### src/rtl/systolic_feeder.sv
// Operand feeder for systolic_array: buffers one SIZE x SIZE A/B pair, then
// replays it as diagonally skewed lane streams with clear/done sequencing.
`timescale 1ns/1ps

module systolic_feeder #(
   parameter int DATA_WIDTH   = 8,
   parameter int SIZE         = 4,
   parameter int DRAIN_CYCLES = 8
) (
   input  logic                       clk,
   input  logic                       rst,
   input  logic                       in_valid,
   output logic                       in_ready,
   input  logic [DATA_WIDTH*SIZE-1:0] a_row,
   input  logic [DATA_WIDTH*SIZE-1:0] b_row,
   output logic [DATA_WIDTH*SIZE-1:0] a_out,
   output logic [DATA_WIDTH*SIZE-1:0] b_out,
   output logic                       feed_valid,
   output logic                       acc_clr,
   output logic                       done
);

   // state | meaning
   // LOAD  | accepting row beats into A/B storage, in_ready high
   // CLEAR | one-cycle acc_clr pulse before the product starts
   // FEED  | 2*SIZE-1 skewed wavefronts on a_out/b_out
   // DRAIN | DRAIN_CYCLES idle cycles while the array finishes
   // DONE  | one-cycle done pulse, then rearm to LOAD

   localparam int W  = DATA_WIDTH * SIZE;
   localparam int RW = (SIZE > 1) ? $clog2(SIZE) : 1;
   localparam int KW = $clog2(2 * SIZE);
   localparam int DW = (DRAIN_CYCLES > 1) ? $clog2(DRAIN_CYCLES) : 1;

   localparam logic [RW-1:0] ROW_LAST   = RW'(SIZE - 1);
   localparam logic [KW-1:0] K_LAST     = KW'(2 * SIZE - 2);
   localparam logic [DW-1:0] DRAIN_LOAD = DW'((DRAIN_CYCLES > 0) ? DRAIN_CYCLES - 1 : 0);

   typedef enum logic [2:0] {
      S_LOAD,
      S_CLEAR,
      S_FEED,
      S_DRAIN,
      S_DONE
   } state_t;

   state_t        state;
   logic [RW-1:0] row_cnt;
   logic [KW-1:0] k_cnt;
   logic [DW-1:0] drain_cnt;
   logic [W-1:0]  a_mem [SIZE];
   logic [W-1:0]  b_mem [SIZE];

   logic [KW-1:0] k_next;
   logic [W-1:0]  a_lanes;
   logic [W-1:0]  b_lanes;

   assign in_ready = (state == S_LOAD) && !rst;

   always_comb begin
      k_next = '0;
      if (state == S_FEED) begin
         k_next = k_cnt + KW'(1);
      end
   end

   // Wavefront k holds every element whose row+column index equals k.
   always_comb begin
      a_lanes = '0;
      b_lanes = '0;
      for (int r = 0; r < SIZE; r++) begin
         for (int c = 0; c < SIZE; c++) begin
            if (r + c == int'(k_next)) begin
               a_lanes[r*DATA_WIDTH +: DATA_WIDTH] = a_mem[r][c*DATA_WIDTH +: DATA_WIDTH];
               b_lanes[c*DATA_WIDTH +: DATA_WIDTH] = b_mem[r][c*DATA_WIDTH +: DATA_WIDTH];
            end
         end
      end
   end

   always_ff @(posedge clk or posedge rst) begin
      if (rst) begin
         state      <= S_LOAD;
         row_cnt    <= '0;
         k_cnt      <= '0;
         drain_cnt  <= '0;
         a_out      <= '0;
         b_out      <= '0;
         feed_valid <= 1'b0;
         acc_clr    <= 1'b0;
         done       <= 1'b0;
         for (int r = 0; r < SIZE; r++) begin
            a_mem[r] <= '0;
            b_mem[r] <= '0;
         end
      end else begin
         acc_clr <= 1'b0;
         done    <= 1'b0;
         case (state)
            S_LOAD: begin
               if (in_valid) begin
                  a_mem[row_cnt] <= a_row;
                  b_mem[row_cnt] <= b_row;
                  if (row_cnt == ROW_LAST) begin
                     row_cnt <= '0;
                     state   <= S_CLEAR;
                     acc_clr <= 1'b1;
                  end else begin
                     row_cnt <= row_cnt + RW'(1);
                  end
               end
            end
            S_CLEAR: begin
               state      <= S_FEED;
               k_cnt      <= '0;
               a_out      <= a_lanes;
               b_out      <= b_lanes;
               feed_valid <= 1'b1;
            end
            S_FEED: begin
               if (k_cnt == K_LAST) begin
                  k_cnt      <= '0;
                  a_out      <= '0;
                  b_out      <= '0;
                  feed_valid <= 1'b0;
                  if (DRAIN_CYCLES == 0) begin
                     state <= S_DONE;
                     done  <= 1'b1;
                  end else begin
                     state     <= S_DRAIN;
                     drain_cnt <= DRAIN_LOAD;
                  end
               end else begin
                  k_cnt <= k_next;
                  a_out <= a_lanes;
                  b_out <= b_lanes;
               end
            end
            S_DRAIN: begin
               if (drain_cnt == '0) begin
                  state <= S_DONE;
                  done  <= 1'b1;
               end else begin
                  drain_cnt <= drain_cnt - DW'(1);
               end
            end
            S_DONE: begin
               state <= S_LOAD;
            end
            default: begin
               state <= S_LOAD;
            end
         endcase
      end
   end

endmodule

### config.mk
export PLATFORM = sky130hd
export DESIGN_NAME = systolic_feeder
export DESIGN_NICKNAME = d
export VERILOG_FILES = /design/src/rtl/systolic_feeder.sv
export SDC_FILE = /design/constraint.sdc
export NUM_CORES = 1
export LEC_CHECK = 0
export CORE_MARGIN = 2
export CORE_UTILIZATION = 40
export CTS_BUF_LIST = sky130_fd_sc_hd__clkbuf_16
export DETAILED_ROUTE_END_ITERATION = 10
export PLACE_DENSITY = 0.57
export SETUP_SLACK_MARGIN = 0.15
export SLEW_MARGIN = 20
export SYNTH_ARGS = -nofsm -noshare
export SYNTH_HDL_FRONTEND = slang
export SYNTH_SLANG_ARGS = --single-unit
### constraint.sdc
create_clock -name clk -period 15.6 [get_ports clk]
set_clock_uncertainty 0.1 [all_clocks]
set_input_delay 3.12 -clock clk [delete_from_list [all_inputs] [get_ports clk]]
set_output_delay 3.12 -clock clk [all_outputs]
set_load 0.05 [all_outputs]
# After elaboration in Yosys (flattened, before gate mapping)

Index checks and enable logic that the tools add are counted.

Bits in registers: 334
Bits of input ports: 67
Logic and storage cells: 110
Output and inout port bits: 68

$add $sub $neg: 3
Magnitude comparators: 2
Muxes and demuxes: 59
Equal/unequal tests: 16
Reduce and logical (&&, ||, !) cells: 12
Bitwise gates (word level): 1

Operators by type and width:

| operator                                                                | count |
|---|---|
| 128-bit bitwise mux                                                     | 2 |
| 8-bit 2-to-1 mux                                                        | 32 |
| 32-bit one-hot mux with 2 select lines                                  | 2 |
| 32-bit 2-to-1 mux                                                       | 3 |
| 32-bit demux with 2-bit select                                          | 1 |
| 3-bit 2-to-1 mux                                                        | 8 |
| 3-bit == test, first input constant                                     | 4 |
| 3-bit one-hot mux with 2 select lines                                   | 2 |
| 3-bit one-hot mux with 4 select lines                                   | 1 |
| 3-bit logical NOT                                                       | 3 |
| 2-bit by 3-bit == test with 1-bit output, first input constant          | 2 |
| 3-bit by 2-bit == test with 1-bit output, second input constant         | 2 |
| 1-bit 2-to-1 mux                                                        | 6 |
| 2-bit inequality test, second input constant                            | 3 |
| 2-bit by 1-bit inequality test with 1-bit output, second input constant | 2 |
| 2-bit AND reduction                                                     | 2 |
| 4-bit AND reduction                                                     | 1 |
| 2-bit nonzero test                                                      | 2 |
| 3-bit by 1-bit adder with 3-bit output, second input constant           | 1 |
| 3-bit by 1-bit == test with 1-bit output, second input constant         | 1 |
| 3-bit == test, second input constant                                    | 1 |
| 3-bit greater-or-equal comparator, second input constant                | 1 |
| 3-bit by 1-bit < comparator with 1-bit output, second input constant    | 1 |
| 2-bit NOT with 3-bit output                                             | 1 |
| 8 further kinds                                                         | 9 |

# Logic depth before layout (Yosys ltp)

Gate-level depths: netlist of run 1.

Word-level depth: 9
Depth in mapped cells: 12
Gate-level depth less buffers: 6

# Worst setup path after synthesis of run 1

No wires, ideal clock.

Path type: input-to-output
Start point: input rst
End point: output in_ready
Slack: 7811 ps
Arrival time: 4569 ps
Path buffers: 0
Stages: 1
Path through: nor4_1

Longest elaborated chain between the ends: 2

RTL lines:

| element                            | RTL line | RTL |
|---|---|---|
| start, declared                    | 11       | `input logic rst,` |
| 1-bit logical NOT (no source line) | -        |  |
| 1-bit logical AND                  | 58       | `assign in_ready = (state == S_LOAD) && !rst;` |
| end, declared                      | 13       | `output logic in_ready,` |

No other way between the ends.

# Worst setup path after layout of run 1

Ends and elaborated chain as after synthesis.

==> run summary, run 1 <==
Core area -> 36,300 um2
Seq/Total Area, Yosys -> 57.0%
Vias in the first global route -> 10,100
Antenna Violating Nets Remaining -> 0
Final setup violation count -> 0
Accumulated negative setup slack -> 0 ns
Critical path's top delay family -> buffers and inverters
Multi-input gate area -> 5910 um2
Crit-path max FO -> 2
Via count -> 9,838
Max cap viols -> 0
Final WL -> 40,000 um
Max VDD drop -> 105 uV
Reg power frac -> 35.8%
Library cells used by synthesis -> 53
Comb pwr share -> 44.5%
Clk slew on worst S/H paths -> 0.06 ns
Die Ht -> 195 um
CP most frequent cell -> clkdlybuf4s50_1
Worst-Margin Slew -> 1.12 ns
Post-CTS Resized -> 0
Max Freq -> 126 MHz
Total leakage power -> 7.44 nW
CP cell instances -> clkdlybuf4s50_1 > nor4_1 > clkdlybuf4s50_1
YS warnings -> 0
Antenna cells -> 0
FF+latch count, synth -> 334
Max incr delay on CP -> 0.86 ns
CP Data Arrival Time -> 4.73 ns
H-Tree Depth -> 2
WHS Path Cells -> 2
Outcome -> completed
Slew HR -> 25.4%
Synth Area per Inst -> 12.8 um2
CTS tree -> built
Worst setup EP type -> output pin
Die W -> 195 um
WS Path Type -> primary input to output pin
Number of flops mapped to enable cells by yosys -> 0
Power Total -> 0.00426 W
Worst-Skew Late Latency -> 0.52 ns
Syn-to-layout area delta -> 19.7%
HP Class -> flip-flop to flip-flop
Port-buffer cells -> 134
Finished Layout Cells -> 1,756
Switching share of power -> 39.6%
R2r worst-path depth -> 6
Hold_sp -> a_out[21]$_DFFE_PP0P_
Via density -> 5.60
Routed length per instance -> 22.8 um
Cell internal pwr -> 0.00257 W
Storage cell area -> 8360 um2
Reg2reg start -> k_cnt[0]$_DFFE_PP0P_
Largest net degree at the start of global routing -> 181
Max clock buf depth -> 3
Drc violations -> 0
Period minus WS final -> 7.95 ns
Drt pass-1 iters -> 5
CTS root buffer -> clkbuf_16
RSZ-0062 raised after global routing -> no
PD cells -> 243 nW/um2
Syn Std Cell Area -> 14,700 um2
Net switching power -> 0.00169 W
R2r endpoint -> a_out[16]$_DFFE_PP0P_
Global route overflow -> 0
Cell row count -> 70
Placed Cells -> 1,690
Number of I/O pins -> 135
First-pass GRT wire length -> 61,900 um
Iter 0 DRT Violations -> 577
Crit path depth -> 3
Initial core utilization -> 40.3%
Total global routing track utilization -> 21.1%
CTS Buf Count -> 38
Hold Crit Endpoint -> a_out[21]$_DFFE_PP0P_
Dpl hpwl -> 24,800 um
Slew Limit Fails -> 0
Worst Hold Slack -> 0.379 ns
Die area -> 38,200 um2
Data required, critical path -> 12.38 ns
Cells after synthesis -> 1,150
Async SR Flop Fraction -> 100%
Syn nets -> 1,225
Power share of the clock group -> 19.7%
Setup bufs post-CTS -> 0
Fin nets -> 1,337
Main synth FF type -> dfrtp_1
Hold_buf cts -> 0
Initial antenna violation count -> 2
WP buf/inv -> 2
Clock sink count -> 334
R2r setup slk -> 10.83 ns
Slowest cell on crit path -> clkdlybuf4s50_1
Layout cell share with drive strength beyond 1 -> 26.9%
Fin crit share -> 51.0%
Fill count -> 3,237
Startpoint class of the critical path -> primary input
GPL Wtd Cong -> 0.745
Hold violation total from the final report -> 0
==> worst register-to-register path: stages, from the launching register on <==
cell and delay (ns):
dfrtp_2 0.82, inv_1 0.51, ha_2 0.64, nor2b_1 0.77, nand3_1 0.92, nor3_1 0.72
a221o_1 0.23
==> cells in the mapped netlist (2+ instances only) <==
cell	instances	area [um2]
a31oi_1	2	12.5
o211ai_1	8	60.1
o22ai_1	8	50.1
inv_1	8	30.0
nor2_1	23	86.3
buf_6	5	56.3
a21o_1	15	113
nor4_4	2	42.5
a221o_1	11	110
mux2_2	257	2890
o21ai_0	74	370
ha_1	8	100
nor2b_1	11	68.8
nand3_1	2	10.0
buf_1	3	11.3
a211oi_1	28	210
dfrtp_1	334	8360
clkbuf_1	36	135
nand2b_1	42	263
nor3_1	3	15.0
o21ai_1	7	35.0
and3_1	2	12.5
o21a_1	2	15.0
nand2_1	65	244
buf_4	4	30.0
and2_1	4	25.0
nand2_2	3	18.8
o31ai_1	19	143
a2bb2oi_1	17	149
a21oi_1	29	145
buf_2	33	165
a22oi_1	63	473
xor2_1	2	17.5
==> cells by family (layout without fill, tap and decap cells) <==
group                    Yosys count  in the layout  share of synthesized area [%]
flip-flops                       334            334                           57.0
AO/OA/AOI/OAI                    288            288                           13.2
multiplexers                     257            257                           19.7
AND/OR/NAND/NOR                  170            170                           6.19
buffers and inverters             90            228                           2.94
adder cells (fa/ha/maj)            8              8                          0.683
XOR/XNOR                           3              3                          0.230
==> layout by cell type (no fill, tap or decap), types with 14 or more instances in the layout <==
cell type        count
mux2_2             257
buf_4               18
o21ai_0             74
a21oi_1             29
nor2_1              22
a22oi_1             63
dfrtp_1            333
a2bb2oi_1           17
inv_1               17
o31ai_1             19
nand2b_1            42
clkdlybuf4s50_1    134
clkbuf_16           39
a211oi_1            28
a21o_1              14
nand2_1             64
==> worst max-delay path by stage <==
| stage | start | end | slack (ns) |
|---|---|---|---|
| CTS | rst | in_ready | 7.66 |
| global route | rst | in_ready | 7.63 |
| detailed placement | rst | in_ready | 7.67 |
| finish | rst | in_ready | 7.65 |
| floorplan | rst | a_mem[0]$_DFFE_PP0P_ | 3.13 |
| global placement | rst | in_ready | 7.69 |
==> power groups by stage <==
stage               Combinational (W)  Clock (W)  Sequential (W)
finish                        0.00190   0.000840         0.00152
global route                  0.00205   0.000895         0.00158
CTS                           0.00191   0.000859         0.00152
detailed placement            0.00191          0         0.00154
global placement              0.00188          0         0.00152
floorplan                     0.00117          0         0.00167
==> metrics by stage <==
stage	area [um2]	utilization, %	worst slack (ns)
2_1_floorplan	14700	-	3.13
3_5_place_dp	16400	45.1	7.67
5_1_grt	17500	48.3	7.63
3_3_place_gp	16400	45.1	7.69
6_report	17500	48.3	7.65
4_1_cts	17500	48.3	7.66
==> flip-flops by register name, summed over array words and instances, names as in the netlist <==
register / count
drain_cnt: 3
a_out: 32
done: 1
b_out: 32
k_cnt: 3
feed_valid: 1
state: 3
b_mem: 128
acc_clr: 1
a_mem: 128
row_cnt: 2
==> final cells by class <==
cell class,instances,area share (%)
multi-input cells,726,33.7
flip-flops and latches,334,47.6
repair buffers,153,8.53
inverters,9,0.235
well taps,468,3.34
clock buffers,39,5.56
clock inverters,27,0.998
==> layer usage <==
metal | share of wire, % | GRT usage (%) | routed length, um
met3 | 5.1 | 4.18 | 2030
met2 | 47 | 34.0 | 18700
met5 | 0.068 | 0 | 27
met1 | 47 | 29.8 | 18600
met4 | 1.5 | 4.35 | 597
Power figures use the tool's default switching activity.
==> run 2, diff against run 1 <==
clock period = 7.63 ns   (was 15.6 ns; I/O delays follow)
==> run summary, run 2 (synthesized netlist as in run 1, its figures left out) <==
Setup bufs post-CTS -> 0
Syn-to-layout area delta -> 20.0%
Final WS setup -> 2.96 ns
Number of I/O pins -> 135
Crit-path max FO -> 2
Max clock buf depth -> 3
Dpl hpwl -> 25,000 um
CP Launch Point -> rst
Via count -> 9,869
Worst setup EP type -> output pin
Global route overflow -> 0
Outcome -> completed
R2r endpoint -> a_out[16]$_DFFE_PP0P_
CTS root buffer -> clkbuf_16
WHS Path Cells -> 2
RSZ-0062 raised after global routing -> no
Worst-Margin Slew -> 1.12 ns
Fin crit share -> 61.2%
Startpoint class of the critical path -> primary input
GPL Wtd Cong -> 0.758
Drc violations -> 0
Clock sink count -> 334
Slew Limit Fails -> 0
First-pass GRT wire length -> 62,600 um
Fin nets -> 1,338
Met1 Use GR -> 29.9%
WS Path Type -> primary input to output pin
Max cap viols -> 0
Post-CTS Resized -> 0
R2r worst-path depth -> 7
Most common cell after layout, fill and taps aside -> dfrtp_1
WP buf/inv -> 2
Final setup violation count -> 0
CTS tree -> built
Largest net degree at the start of global routing -> 169
Port-buffer cells -> 134
Iter 0 DRT Violations -> 489
Slew HR -> 25.5%
Max VDD drop -> 173 uV
Antenna cells -> 0
Total leakage power -> 7.43 nW
GR Layer Usage met2 -> 34.5%
CTS Buf Count -> 37
DP Worst Slack -> 2.96 ns
Die Ht -> 195 um
Total global routing track utilization -> 21.3%
Initial core utilization -> 40.3%
Drt pass-1 iters -> 5
Die W -> 195 um
Routed length per instance -> 22.8 um
Hold violation total from the final report -> 0
Critical path's top delay family -> buffers and inverters
Die area -> 38,200 um2
CP Data Arrival Time -> 3.05 ns
Hold_sp -> a_mem[120]$_DFFE_PP0P_
Core area -> 36,300 um2
Cell row count -> 70
PD cells -> 496 nW/um2
CP most frequent cell -> clkdlybuf4s50_1
Accumulated negative setup slack -> 0 ns
Layout cell share with drive strength beyond 1 -> 27.0%
Top flop regs -> a_mem (128), b_mem (128)
Initial antenna violation count -> 3
CP cell instances -> clkdlybuf4s50_1 > nor4_1 > clkdlybuf4s50_1
H-Tree Depth -> 2
Clk slew on worst S/H paths -> 0.06 ns
Period minus WS final -> 4.67 ns
R2r setup slk -> 3.20 ns
Max Freq -> 214 MHz
Antenna Violating Nets Remaining -> 0
Data required, critical path -> 6.00 ns
Max incr delay on CP -> 0.86 ns
Vias in the first global route -> 10,300
Fill count -> 3,263
Worst-Skew Late Latency -> 0.52 ns
Final WL -> 40,200 um
Hold_buf cts -> 0
Post-layout util -> 48.4%
Commonest cells after routing, fill and taps aside -> 333 x dfrtp_1, 257 x mux2_2, 134 x clkdlybuf4s50_1
Hold Crit Endpoint -> a_out[0]$_DFFE_PP0P_
Via density -> 5.61
HP Class -> flip-flop to flip-flop
Slowest cell on crit path -> clkdlybuf4s50_1
Grt met3 use -> 3.90%
Reg2reg start -> k_cnt[0]$_DFFE_PP0P_
Gr busiest metal -> met2
run 2: layout make-up:
class	instances	area (um2)	area share, %
Clock buffer	37	926	5.26
Tap cell	468	586	3.33
Multi-Input combinational cell	726	5930	33.7
Timing Repair Buffer	155	1520	8.63
Inverter	9	37.5	0.213
Sequential cell	334	8360	47.5
Clock inverter	29	241	1.37
run 2: worst max-delay path by stage:
stage | endpoint | slack [ns] | depth (start not counted)
6_report | in_ready | 2.96 | 3
4_1_cts | in_ready | 2.95 | 3
2_1_floorplan | a_mem[0]$_DFFE_PP0P_ | 1.54 | 1
5_1_grt | in_ready | 2.86 | 3
3_5_place_dp | in_ready | 2.96 | 3
3_3_place_gp | in_ready | 2.98 | 3
run 2: worst min-delay path: stages (launching register included):
cell and delay, ns:
dfrtp_1 0.34, a22oi_1 0.06, o31ai_1 0.06
run 2: power by group:
group          leakage (nW)  internal, W  switching [W]
Combinational          2.77      0.00164        0.00225
Sequential             4.07      0.00264       0.000469
Clock                 0.599      0.00102       0.000720
run 2: metrics by stage:
step	std cells	hold WS [ns]	instance area [um2]	total power, W
final	1758	0.388	17600	0.00874
after global routing	1758	0.403	17600	0.00929
after CTS	1757	0.397	17600	0.00881
after detailed placement	1691	0.384	16400	0.00705
after global placement	1691	0.377	16400	0.00697
after floorplan	1150	0.362	14700	0.00581
run 2: per-layer routing:
metal,up-vias,wire length [um]
met4,4,626
met2,226,18800
met3,46,2110
li1,4447,-
met1,5146,18600
met5,-,30
